--- src/rtl/shift_sequencer.sv ---
// Round-robin front end for a shared bit-serial 32-bit shifter.
// One request is accepted, shifted one bit per clock, then done pulses.
module shift_sequencer #(
  parameter int WIDTH = 32,
  parameter int SHW   = 5
) (
  input  logic             clock,
  input  logic             reset,
  input  logic             req0,
  input  logic [WIDTH-1:0] data0,
  input  logic [SHW-1:0]   amt0,
  input  logic [1:0]       op0,
  input  logic             req1,
  input  logic [WIDTH-1:0] data1,
  input  logic [SHW-1:0]   amt1,
  input  logic [1:0]       op1,
  output logic             gnt0,
  output logic             gnt1,
  output logic             busy,
  output logic             done,
  output logic             owner,
  output logic [WIDTH-1:0] result
);

  localparam logic [1:0] IDLE  = 2'd0;
  localparam logic [1:0] SHIFT = 2'd1;
  localparam logic [1:0] DONE  = 2'd2;

  logic [1:0]       state;
  logic [SHW-1:0]   count;
  logic [1:0]       opreg;
  logic             last;
  logic             idle;
  logic [WIDTH-1:0] step;

  // Reset masks the grant so a request seen with reset is never accepted.
  assign idle = (state == IDLE) && !reset;
  assign gnt0 = idle && req0 && (!req1 || last);
  assign gnt1 = idle && req1 && (!req0 || !last);
  assign busy = (state == SHIFT) || (state == DONE);
  assign done = (state == DONE);

  always_comb begin
    step = result;
    unique case (opreg)
      2'b00: step = {result[WIDTH-2:0], 1'b0};
      2'b01: step = {1'b0, result[WIDTH-1:1]};
      2'b10: step = {result[WIDTH-1], result[WIDTH-1:1]};
      2'b11: step = {result[WIDTH-2:0], result[WIDTH-1]};
      default: step = result;
    endcase
  end

  always_ff @(posedge clock) begin
    if (reset) begin
      state  <= IDLE;
      result <= '0;
      count  <= '0;
      opreg  <= 2'b00;
      owner  <= 1'b0;
      last   <= 1'b1;
    end else begin
      unique case (state)
        IDLE: begin
          if (gnt0 || gnt1) begin
            result <= gnt1 ? data1 : data0;
            count  <= gnt1 ? amt1 : amt0;
            opreg  <= gnt1 ? op1 : op0;
            owner  <= gnt1;
            last   <= gnt1;
            state  <= SHIFT;
          end
        end
        SHIFT: begin
          if (count != '0) begin
            result <= step;
            count  <= count - 1'b1;
          end else begin
            state <= DONE;
          end
        end
        DONE: state <= IDLE;
        default: state <= IDLE;
      endcase
    end
  end

endmodule

--- config.mk ---
export PLATFORM = sky130hd
export DESIGN_NAME = shift_sequencer
export DESIGN_NICKNAME = d
export VERILOG_FILES = /design/src/rtl/shift_sequencer.sv
export SDC_FILE = /design/constraint.sdc
export NUM_CORES = 1
export LEC_CHECK = 0
export ABC_AREA = 0
export BUFFER_PORTS_ARGS = -buffer_cell sky130_fd_sc_hd__buf_2
export CORE_MARGIN = 3
export CORE_UTILIZATION = 35
export CTS_CLUSTER_SIZE = 20
export DETAILED_ROUTE_END_ITERATION = 8
export GPL_TIMING_DRIVEN = 0
export PLACE_DENSITY_LB_ADDON = 0.1
export SYNTH_ARGS = -nofsm -noshare
export SYNTH_HDL_FRONTEND = slang
export SYNTH_SLANG_ARGS = --single-unit
--- constraint.sdc ---
create_clock -name clock -period 2.8 [get_ports clock]
set_input_delay 0.7 -clock clock [delete_from_list [all_inputs] [get_ports clock]]
set_output_delay 0.7 -clock clock [all_outputs]
set_load 0.02 [all_outputs]
==> results by group <==
Critical path
  • CP top delay family: buffers and inverters
  • Worst path required time: 2100 ps
  • Crit path kind: reg -> out
  • Worst setup EP type: output port
  • Critical path startpoint category: flip-flop
  • Cell Chain, Critical Path: inv_1, ha_1, nor2b_1, nand2_1, clkinv_2, buf_2
  • Highest fanout seen on the critical path: 19
  • CP Buf/Inv Count: 3
  • Crit-path max cell delay: 370 ps
  • WP data arrival: 1910 ps
  • Crit-path slowest cell: dfxtp_1

Logic synthesis
  • Syn nets: 467
  • FF+latch count, synth: 43
  • Synth Flop Type: dfxtp_1
  • Synth top area share: 33.0%
  • Yosys cell types: 35
  • Avg Inst Size Synth: 6.88 µm²
  • Ys async rst share: 0%
  • Synth Instances: 380
  • Main area contributors after synthesis: dfxtp_1, nand2_1, nand3_1, a32o_1, clkbuf_1
  • Number of synthesized flops with an enable pin: 0
  • Count leader, synth: nand2_1
  • Commonest cells post-synth: nand2_1, nand3_1, dfxtp_1
  • Syn Std Cell Area: 2610 µm²
  • Synth warnings: 0
  • Seq/Total Area, Yosys: 33.0%
  • Post-synth top area cell: dfxtp_1

Routing
  • Routed Antenna Nets: 0
  • DR WL met3: 447 µm
  • First drt pass iteration count: 4
  • Top layer in use: met4
  • Total Wirelength: 8580 µm
  • Drc violations: 0
  • DRT met1 WL: 3980 µm
  • Routed vias: 3113
  • Metal2 WL: 4120 µm
  • WL/cell: 14.3 µm
  • Via/cell ratio: about 5.2
  • Initial DRC count: 157

CTS
  • Worst-Skew Late Latency: 290 ps
  • Clk slew on worst S/H paths: 80 ps
  • Inserted Clock Buffers: 5
  • Sinks on Clock Net: 43
  • # H-tree levels: 2
  • CTS tree: done
  • Clock tree buffer depth: 2
  • Hold buffers post-CTS: 0
  • Root Driver: clkbuf_8
  • Post-CTS sizing: 0
  • Post-CTS setup buffer count: 0

Placed design
  • Worst slack, placed: -102 ps
  • DP HPWL: 6430 µm
  • Routability Congestion: 0.812
  • Port Buffer Count: between 100 and 150

Floorplanning
  • Core area: 7020 µm²
  • Die W: between 90 and 100 µm
  • I/O pin cnt: 119
  • Die Ht: 92.4 µm
  • Die area: 8540 µm²
  • FP Rows: 30
  • Starting Density: a little under two fifths

Cells and area
  • Final #Nets: about 600
  • Antenna cells: 0
  • Share of layout cells above drive strength 1: a little over a quarter
  • Fill cells: between 700 and 800
  • P&R area growth vs syn: 29.9%

Run
  • Max_cap viols: 0

Global route
  • Gr usage total: 20.2%
  • Grt ovf: 0
  • Vias in the first global route: 2917
  • First-pass GRT wire length: 14100 µm
  • Largest net degree at the start of global routing: 20
  • Initial antenna violation count: 0

STA
  • Slew headroom: 62.4%
  • Crit path time final: roughly 2600 ps
  • Final Cycle Share: 93.1%
  • Fmax: about 380 MHz
  • Fin. max-slew vios: 0
  • Setup ws final: 193 ps
  • Clock Skews: 5.38 ps
  • Worst Tran Pin Value: 564 ps
  • RSZ-0062 raised after global routing: no
  • Final setup violation count: 0
  • TNS Setup: 0 ps
  • Final hold vios: 0

Pwr
  • Combinational share of power: 57.9%
  • Power Dens Cells: 1050 nW/µm²
  • Switching Share: 50.5%
  • Clock power frac: 10.5%
  • VDD IR max: 499 µV
  • P_sw: 0.00180 W
  • Leak: 1.55 nW
  • Flop pwr share: 31.6%
  • Pwr Total: 0.00356 W
  • P_int: approximately 0.0018 W

Worst hold path
  • HP Class: reg -> reg

Run status
  • Outcome: finished, final reports clean
per-layer routing:
layer  up-vias  track usage [%]
li1       1580                -
met2        84             33.7
met1      1447             27.7
met4         0             3.34
met3         2             3.49
met5         -                0
final cells by class:
type	instances	area [µm²]	area share, %
plain buffers	29	119	3.50
inverters	7	27.5	0.811
repair buffers	118	591	17.4
multi-input cells	300	1600	47.2
flip-flops and latches	43	861	25.4
clock buffers	6	72.6	2.14
well taps	96	120	3.54
cells by family after synthesis:
kind of cell	Yosys count	share of synthesized area [%]
and+or+nand+nor	230	37.1
AOI/OAI and AO/OA	58	19.2
DFF	43	33.0
buffers and inverters	37	5.70
muxes	5	2.01
adders and majority gates	5	2.39
xor gates and xnor gates	2	0.671
placed cells by master (no fill, tap or decap), drive strengths merged, types with 3 or more instances in the layout:
cell type / synthesis / routed
nand2: 140 / 140
nor2: 14 / 14
clkbuf: 20 / 26
nor3: 4 / 4
ha: 5 / 5
buf: 10 / 127
a21oi: 8 / 8
inv: 7 / 6
nand3: 64 / 64
mux2i: 3 / 3
o21ai: 5 / 5
a32o: 31 / 31
dfxtp: 43 / 43
power groups by stage:
| stage | sequential [W] | combinational [W] | clock (W) |
|---|---|---|---|
| after floorplan | 0.00132 | 0.00121 | 0 |
| after global placement | 0.00113 | 0.00205 | 0 |
| after detailed placement | 0.00113 | 0.00206 | 0 |
| after CTS | 0.00112 | 0.00207 | 0.000385 |
| after global routing | 0.00116 | 0.00231 | 0.000413 |
| final | 0.00113 | 0.00206 | 0.000375 |
final timing paths:
path / start / endpoint / slack (ps) / cells after the start
setup / recovery: state[0] / gnt1 / 190 / 6
hold / removal: owner / owner / 480 / 2
setup reg to reg: state[0] / result[1] / 500 / 9
hold reg to reg: owner / owner / 480 / 2
registers in the layout, summed over array words and instances (netlist names):
register and cells:
owner 1, state 2, count 5, last 1, result 32, opreg 2
metrics by stage:
step / hold WS [ps] / cells / util (%) / cell area (µm²)
6_report: 485 / 599 / 48.3 / 3390
2_1_floorplan: 465 / 380 / - / 2610
4_1_cts: 479 / 599 / 48.3 / 3390
3_5_place_dp: 463 / 594 / 47.3 / 3320
5_1_grt: 521 / 599 / 48.3 / 3390
3_3_place_gp: 460 / 594 / 47.3 / 3320
tightest hold or removal path, cell delays in order, from the launching register on:
cell,delay (ps)
dfxtp_1,320
nand2b_1,60
o21ai_0,60
Power figures use the tool's default switching activity.
